**config.mk**
```make
export PLATFORM = sky130hd
export DESIGN_NAME = core_dispatch_queue
export DESIGN_NICKNAME = d
export VERILOG_FILES = /design/src/rtl/core_dispatch_queue.sv
export SDC_FILE = /design/constraint.sdc
export NUM_CORES = 1
export LEC_CHECK = 0
export CORE_MARGIN = 10
export CORE_UTILIZATION = 30
export CTS_CLUSTER_DIAMETER = 40
export DETAILED_ROUTE_END_ITERATION = 7
export PLACE_DENSITY = 0.52
export SYNTH_ARGS = -nofsm -noshare
export SYNTH_HDL_FRONTEND = slang
export SYNTH_SLANG_ARGS = --single-unit
export TNS_END_PERCENT = 20
```
**constraint.sdc**
```tcl
create_clock -name clk -period 6.2 [get_ports clk]
set_input_delay 1.24 -clock clk [delete_from_list [all_inputs] [get_ports clk]]
set_output_delay 1.24 -clock clk [all_outputs]
set_load 0.02 [all_outputs]
```
**src/rtl/core_dispatch_queue.sv**
```systemverilog
// Per-core dispatch queue: in-order FIFO between the arbiter and a core fetch stage.
// The head is held back while its memory operand collides with the peer core's destination.
module core_dispatch_queue #(
  parameter int unsigned DEPTH   = 32,
  parameter int unsigned PTR_W   = 5,
  parameter int unsigned STALL_W = 16
) (
  input  logic               clk,
  input  logic               resetn,
  input  logic               push_valid,
  input  logic [31:0]        push_instr,
  output logic               push_ready,
  input  logic               flush,
  output logic               core_valid,
  output logic [31:0]        core_instr,
  input  logic               core_ready,
  input  logic               peer_busy,
  input  logic [11:0]        peer_dest,
  output logic [PTR_W:0]     count,
  output logic               full,
  output logic               empty,
  output logic               overflow,
  output logic [STALL_W-1:0] stall_cycles
);

  localparam int unsigned  INSTR_W   = 32;
  localparam int unsigned  FIELD_W   = 12;
  localparam int unsigned  CNT_W     = PTR_W + 1;
  localparam logic [CNT_W-1:0] DEPTH_CNT = CNT_W'(DEPTH);

  logic [INSTR_W-1:0] r_mem [DEPTH];
  logic [PTR_W-1:0]   r_wr_ptr;
  logic [PTR_W-1:0]   r_rd_ptr;
  logic [CNT_W-1:0]   r_count;
  logic               r_overflow;
  logic [STALL_W-1:0] r_stall;

  logic [INSTR_W-1:0] w_head;
  logic [FIELD_W-1:0] w_src;
  logic [FIELD_W-1:0] w_dst;
  logic               w_src_hit;
  logic               w_dst_hit;
  logic               w_hazard;
  logic               w_empty;
  logic               w_full;
  logic               w_valid;
  logic               w_push;
  logic               w_pop;
  logic [PTR_W-1:0]   w_nxt_wr_ptr;
  logic [PTR_W-1:0]   w_nxt_rd_ptr;
  logic [CNT_W-1:0]   w_nxt_count;
  logic               w_nxt_overflow;
  logic [STALL_W-1:0] w_nxt_stall;

  // Head decode and cross-core hazard; a field with its mode bit set is a register operand.
  assign w_head    = r_mem[r_rd_ptr];
  assign w_src     = {w_head[23], w_head[10:0]};
  assign w_dst     = {w_head[22], w_head[21:11]};
  assign w_src_hit = ~w_head[23] & (w_src == peer_dest);
  assign w_dst_hit = ~w_head[22] & (w_dst == peer_dest);
  assign w_hazard  = peer_busy & (w_src_hit | w_dst_hit);

  assign w_empty = (r_count == '0);
  assign w_full  = (r_count == DEPTH_CNT);
  assign w_valid = ~w_empty & ~w_hazard;
  assign w_push  = push_valid & ~w_full & ~flush;
  assign w_pop   = w_valid & core_ready & ~flush;

  // Next-state logic; flush wins over any same-cycle push or pop.
  always_comb begin
    w_nxt_wr_ptr   = r_wr_ptr;
    w_nxt_rd_ptr   = r_rd_ptr;
    w_nxt_count    = r_count;
    w_nxt_overflow = r_overflow | (push_valid & w_full & ~flush);
    w_nxt_stall    = r_stall;
    if (flush) begin
      w_nxt_wr_ptr = '0;
      w_nxt_rd_ptr = '0;
      w_nxt_count  = '0;
    end else begin
      if (w_push) w_nxt_wr_ptr = r_wr_ptr + PTR_W'(1);
      if (w_pop)  w_nxt_rd_ptr = r_rd_ptr + PTR_W'(1);
      w_nxt_count = r_count + CNT_W'(w_push) - CNT_W'(w_pop);
    end
    if (~w_empty && w_hazard && (r_stall != '1)) begin
      w_nxt_stall = r_stall + STALL_W'(1);
    end
  end

  always_ff @(posedge clk or negedge resetn) begin
    if (!resetn) begin
      r_wr_ptr   <= '0;
      r_rd_ptr   <= '0;
      r_count    <= '0;
      r_overflow <= 1'b0;
      r_stall    <= '0;
    end else begin
      r_wr_ptr   <= w_nxt_wr_ptr;
      r_rd_ptr   <= w_nxt_rd_ptr;
      r_count    <= w_nxt_count;
      r_overflow <= w_nxt_overflow;
      r_stall    <= w_nxt_stall;
    end
  end

  // Storage needs no reset; reads are masked while empty.
  always_ff @(posedge clk) begin
    if (w_push) r_mem[r_wr_ptr] <= push_instr;
  end

  assign push_ready   = ~w_full;
  assign core_valid   = w_valid;
  assign core_instr   = w_empty ? '0 : w_head;
  assign count        = r_count;
  assign full         = w_full;
  assign empty        = w_empty;
  assign overflow     = r_overflow;
  assign stall_cycles = r_stall;

endmodule

```
==> results of run 1 <==
[logic make-up after synthesis]
family | count (synthesis)
DFF | 1057
muxes | 367
and+or+nand+nor | 228
AOI/OAI and AO/OA | 171
buffers and inverters | 125
xor gates and xnor gates | 30
adders and majority gates | 16
[power by group through the flow]
stage	clock network [mW]	registers, mW	logic (mW)
finish	8.07	7.99	3.53
global route	8.52	8.00	3.77
CTS	8.22	7.99	3.55
detailed placement	0	8.17	3.47
global placement	0	8.16	3.45
floorplan	0	8.11	2.22
[placed cells by master (no fill, tap or decap), types with 26 or more instances in the layout]
cell / count
buf_4: 91
clkbuf_16: 149
clkdlybuf4s50_1: 107
dfrtp_1: 29
edfxtp_1: 1024
mux2i_1: 129
mux4_2: 211
nand2_1: 27
nor2_1: 42
nor2_4: 32
nor3_1: 26
o221ai_1: 30
[how the worst max path moves through the flow]
stage	startpoint	to	slack (ns)	depth (start not counted)
finish	r_rd_ptr[2]$_DFFE_PN0P_	core_valid	0.11	13
global placement	r_rd_ptr[0]$_DFFE_PN0P_	core_valid	0.24	11
floorplan	r_rd_ptr[0]$_DFFE_PN0P_	core_instr[24]	1.23	14
CTS	r_rd_ptr[0]$_DFFE_PN0P_	core_valid	0.004	11
detailed placement	r_rd_ptr[0]$_DFFE_PN0P_	core_valid	0.25	12
global route	r_rd_ptr[0]$_DFFE_PN0P_	core_valid	0.02	12
[sequential cells by signal (all words and copies together) (netlist names)]
name,flops
count,6
r_rd_ptr,5
stall_cycles,16
overflow,1
r_mem,1024
r_wr_ptr,5
[timing repair]
item	4_1_cts	5_1_grt
cloned	0	2
endpoints found under the hold margin	0	0
pin swaps	0	0
buffers inserted	4	5
gates resized for setup	8	7
endpoints found under the setup margin	1	1
[worst max-delay path: stages (launching register included)]
cell	delay, ns
dfrtp_1	0.73
buf_4	0.34
nand3b_1	0.13
buf_4	0.22
buf_4	0.22
o221ai_1	0.32
a211oi_2	0.10
o21ai_0	0.40
nand4_1	0.19
or4_4	0.48
o22a_1	0.30
nor2_1	0.17
nor2_1	0.10
dlygate4sd2_1	0.39
[synth_stat cells (5+ instances only)]
cell type	count
a2111oi_2	6
a211oi_1	16
a21oi_1	25
a221oi_1	5
a22o_1	11
a22oi_1	14
a2bb2oi_1	8
and2_1	22
and3_1	9
buf_1	11
buf_2	23
buf_4	13
buf_6	13
clkbuf_1	47
dfrtp_1	33
edfxtp_1	1024
ha_1	15
inv_1	14
mux2_1	5
mux2_2	22
mux2i_1	129
mux4_2	211
nand2_1	27
nand3_1	13
nand3b_1	5
nand4_1	10
nor2_1	75
nor2b_1	9
nor3_1	26
nor3_2	8
o21ai_0	13
o221ai_1	30
o22ai_1	15
or3_1	8
xnor2_1	6
xor2_1	24
[layout make-up]
class,count,area (µm²)
fillers,12480,86840
flip-flops and latches,1057,31590
multi-input cells,812,9658
clock buffers,158,3750
repair buffers,228,2364
well taps,1794,2245
clock inverters,96,988.4
inverters,17,63.81
diodes,1,2.502
[metrics by stage]
stage | instances | total power [mW]
final | 4163 | 19.59
after global routing | 4162 | 20.29
after CTS | 4155 | 19.76
after detailed placement | 3897 | 11.63
after global placement | 3897 | 11.61
after floorplan | 1994 | 10.33
[metal layers]
| layer | vias to the layer above | global-route usage |
|---|---|---|
| li1 | 8875 | - |
| met1 | 11640 | 0.2171 |
| met2 | 878 | 0.2442 |
| met3 | 201 | 0.03618 |
| met4 | 18 | 0.04960 |
| met5 | - | 0 |
==> flow_summary.ini, run 1 <==
[floorplanning]
rows = 136
design.die.area_um2 = 153800
die_width_um = 392.2
initial_core_util = 0.3022
die_height_um = 392.2
placeableCoreArea_um2 = 137500
top_level_ports = 109

[power_and_ir_drop]
sw_pwr_mw = 5.067
ir_drop_v = 0.0002091
p_seq_frac = 0.408
p_int_mw = 14.52
power_density_over_cell_area_nw_per_um2 = 386.8
power.share.switching = 0.2586
leak_nw = 15.96
clk_pwr_share = 0.412
power.combinational.fraction = 0.180

[flow_run]
drv_cap = 0

[clock_network]
root_buffer = clkbuf_16
cts_buffer_depth = 3
cts_hold_repair.buffers = 0
tritoncts.num_buffers = 140
tritoncts_num_sinks = 1057
clk_transition_reported_paths_ns = 0.06
tritoncts = done
clock_insertion_delay_worst_skew_ns = 0.74
clock_tree.htree_level_count = 4

[synth]
ys_seq_area_frac = 0.7598
synth.area.top_cells = edfxtp_1 74%, mux4_2 11%, mux2i_1 3.1%
netlist.area_leader.share = 0.7400
post_synth_fa_ha_maj_area_fraction = 0.004998
synth_compound_area_frac = 0.03192
synth.area.mux_share = 0.1527
yosysWarningCount = 0
yosys_most_used_dff = edfxtp_1
syn-cell-area_um2 = 41550
synth-edff-count = 1024
synthesized_area_fraction_occupied_by_and_or_nand_nor_cells = 0.02863
synthArstFlopShare = 0.03122
synth_cells = 1994
area_share_of_xor_xnor_cells_in_the_synthesized_design = 0.006323
synth.largest_area_cell = edfxtp_1
count_of_state_elements_after_synthesis = 1057
synthesis.area_per_instance_um2 = 20.84
count_of_different_cell_masters_after_synthesis = 64
synth_top_family_by_area = multiplexers
syn_nets = 2060

[sta]
final_total_negative_setup_slack_ns = 0
worst_slack_ns = 0.1104
post-route-period-util = 0.9822
timing.final.crit_period_ns = 6.090
final-max-slew-violation-count = 0
clock-skew-final_ns = 0.02620
final_hold_viol_count = 0
final-setup-viol-count = 0
fin_hold_ws_ns = 0.4785
slew-limit-headroom = 0.2007
worst_slew_pin_slew_ns = 1.195
rsz0062_at_grt = no
achievable-frequency_mhz = 164.2

[global_routing]
grt_pass1_wl_mm = 170.7
via_count_of_the_first_global_routing_pass = 22190
track_usage = 0.1569
grt-ovfl-total = 0
grt_max_degree = 105
grt_antenna_before_repair = 9

[hold_path]
hold_depth = 1
min_from = overflow$_DFF_PN0_
hold_end = overflow$_DFF_PN0_
hold_class = reg -> reg

[drt]
drt_iter0_markers = 2317
via_count = 21620
drtAntennaViolNets = 0
route.top_layer_used = met5
routed_wirelength_mm = 122.9
met3_wirelength_mm = 9.097
drtPass1Iterations = 5
vias_per_cell = 5.192
routedLengthMet1_mm = 53.26
detailroute.wirelength.met2_mm = 57.02
drc = 0
detail_route.wl_per_cell_um = 29.52

[place]
portBuffers = 108
gp_congestion = 0.7758
hpwl_mm = 69.30
preCtsSetupSlack_ns = 0.2547
detailed_place.area_um2 = 45680

[critical_path]
regToRegEndpoint = count[4]$_DFF_PN0_
worstPathMaxFanout = 12
required_arrival_time_at_the_worst_endpoint_ns = 4.96
category_of_the_most_critical_setup_path = reg -> out
reg2reg_from = r_rd_ptr[2]$_DFFE_PN0P_
r2r_cells = 21
critPathArrivalTime_ns = 4.85
cp-end-kind = output port
reg2reg_setup_slack_ns = 0.88
startpoint_type_of_the_worst_setup_path = flip-flop

[status]
run_status = completed

[finish]
syn2layout_area_growth_pct = 21.90
final_net_count = 2322
post_route_standard_cell_area_excluding_fillers_um2 = 50660
final_core_utilization = 0.3684
final_layout_size_suffix_gt1_frac = 0.2779
(Power assumes the default switching activity.)
==> run 2: changes to the inputs <==
CORE_UTILIZATION = 55   (was 30)
CTS_CLUSTER_SIZE = 30   (was default)
PLACE_DENSITY = 0.79   (was 0.52)
==> run 2 against run 1 <==
Effect of this change: maximum frequency decreased by 0.55%; sequential power about the same; wire length decreased by 8.4%; global-route usage increased by 9.8 points; register-to-register slack got worse by 0.18 ns; via count increased by 4.4%; cell area decreased by 4.0%; count of clock-buffer cells in the layout decreased by 39; combinational power decreased by 2%.
==> flow_summary.ini, run 2 (synthesis gave the netlist of run 1 again) <==
[flow_run]
drv_cap = 0

[floorplanning]
top_level_ports = 109
initial_core_util = 0.5563
placeableCoreArea_um2 = 74700
die_width_um = 294.9
rows = 100
design.die.area_um2 = 86950
die_height_um = 294.9

[finish]
final_net_count = 2280
largest_reg_flops = 1024
syn2layout_area_growth_pct = 17.00
final_layout_size_suffix_gt1_frac = 0.2673
mostFrequentLayoutCell = edfxtp_1
final_cells = 3286
largest_register = r_mem
layout.filler_cells = 4510
top_library_cells_by_usage_in_the_layout_fill_and_taps_aside = 1,024 x edfxtp_1, 211 x mux4_2, 129 x mux2i_1

[clock_network]
root_buffer = clkbuf_16
tritoncts_num_sinks = 1057
clock_insertion_delay_worst_skew_ns = 0.69
clk_transition_reported_paths_ns = 0.06
tritoncts.num_buffers = 114
cts_hold_repair.buffers = 0
cts_buffer_depth = 3
tritoncts = done
clock_tree.htree_level_count = 3

[drt]
vias_per_cell = 6.869
routed_wirelength_mm = 112.6
drtAntennaViolNets = 0
drc = 0
via_count = 22570
detail_route.wl_per_cell_um = 34.26
drt_iter0_markers = 3327
drtPass1Iterations = 7

[critical_path]
category_of_the_most_critical_setup_path = reg -> out
critPathArrivalTime_ns = 4.88
worstPathMaxFanout = 11
startpoint_type_of_the_worst_setup_path = flip-flop
required_arrival_time_at_the_worst_endpoint_ns = 4.96
cp-end-kind = output port

[sta]
final-max-slew-violation-count = 0
timing.final.crit_period_ns = 6.123
final-setup-viol-count = 0
worst_slew_pin_slew_ns = 1.192
slew-limit-headroom = 0.2054
post-route-period-util = 0.9876
clock-skew-final_ns = 0.02634
achievable-frequency_mhz = 163.3
final_hold_viol_count = 0
worst_slack_ns = 0.07699

[global_routing]
grt_max_degree = 102
track_usage = 0.2544
grt_pass1_wl_mm = 158.0
globalRoute.busiestLayer = met2
grt_antenna_before_repair = 2
grt-ovfl-total = 0
gr_met2_demand_resource = 0.3870
via_count_of_the_first_global_routing_pass = 22570
grtUsageMet1 = 0.3352
global_route.usage.met3 = 0.06734

[power_and_ir_drop]
p_seq_frac = 0.435
power.share.switching = 0.2713
p_int_mw = 13.35
sw_pwr_mw = 4.972
power.combinational.fraction = 0.189
power_density_over_cell_area_nw_per_um2 = 376.9
leak_nw = 15.45
ir_drop_v = 0.0002511
clk_pwr_share = 0.375

[hold_path]
hold_class = reg -> reg

[place]
portBuffers = 108
preCtsSetupSlack_ns = 0.3115
hpwl_mm = 59.77
numPlacedInstances = 3056
gp_congestion = 0.8354

[status]
run_status = completed
run 2: per-layer routing:
layer	part of all wire	vias up	routed length, µm
li1	-	8790	-
met2	0.47	1868	52380
met4	0.055	2	6144
met3	0.13	385	14510
met5	0.00012	-	13
met1	0.35	11530	39550
run 2: critical path: stages, from the launching register on:
cell           delay (ns)
dfrtp_2              0.47
buf_4                0.23
nor2_1               0.79
a22o_1               0.28
a211oi_2             0.07
o21a_1               0.21
or4b_1               0.58
or4_1                0.62
o22a_1               0.32
nor2_1               0.18
nor2_1               0.08
dlygate4sd2_1        0.38
run 2: timing repair:
action	CTS	global route
setup buffers	3	5
resized for setup	10	16
gates cloned	0	3
pin swaps	0	1
setup endpoints to repair	1	1
run 2: power groups by stage:
| stage | logic, mW | clock network (mW) | registers [mW] |
|---|---|---|---|
| 2_1_floorplan | 2.22 | 0 | 8.11 |
| 3_3_place_gp | 3.24 | 0 | 8.13 |
| 3_5_place_dp | 3.28 | 0 | 8.13 |
| 4_1_cts | 3.36 | 6.91 | 7.97 |
| 5_1_grt | 3.65 | 7.21 | 7.98 |
| 6_report | 3.47 | 6.88 | 7.98 |
run 2: metrics by stage:
stage | utilization | hold slack [ns] | total power, mW | setup TNS [ns] | cell area (µm²)
after floorplan | - | 0.5798 | 10.33 | 0 | 41550
after global placement | 0.5951 | 0.4520 | 11.36 | 0 | 44450
after detailed placement | 0.5951 | 0.4697 | 11.42 | 0 | 44450
after CTS | 0.6479 | 0.4822 | 18.25 | 0 | 48400
after global routing | 0.6509 | 0.4945 | 18.83 | -0.04109 | 48620
final | 0.6509 | 0.4755 | 18.32 | 0 | 48620
run 2: cell type report:
type / count / area [µm²] / share of cell area
clock inverters: 99 / 967.2 / 0.01989
repair buffers: 212 / 2197 / 0.04519
diodes: 1 / 2.502 / 0.00005147
multi-input cells: 812 / 9676 / 0.1990
well taps: 969 / 1212 / 0.02494
inverters: 17 / 63.81 / 0.001313
clock buffers: 119 / 2914 / 0.05994
flip-flops and latches: 1057 / 31590 / 0.6497
run 2: worst paths after layout:
check,depth (start not counted),from,endpoint,slack [ns]
max reg2reg,19,r_rd_ptr[3]$_DFFE_PN0P_,count[4]$_DFF_PN0_,0.70
min in group asynchronous,2,resetn,r_rd_ptr[4]$_DFFE_PN0P_,0.99
max,11,r_rd_ptr[3]$_DFFE_PN0P_,core_valid,0.08
min reg2reg,1,overflow$_DFF_PN0_,overflow$_DFF_PN0_,0.48
max in group asynchronous,2,resetn,r_rd_ptr[1]$_DFFE_PN0P_,4.84
min,1,overflow$_DFF_PN0_,overflow$_DFF_PN0_,0.48
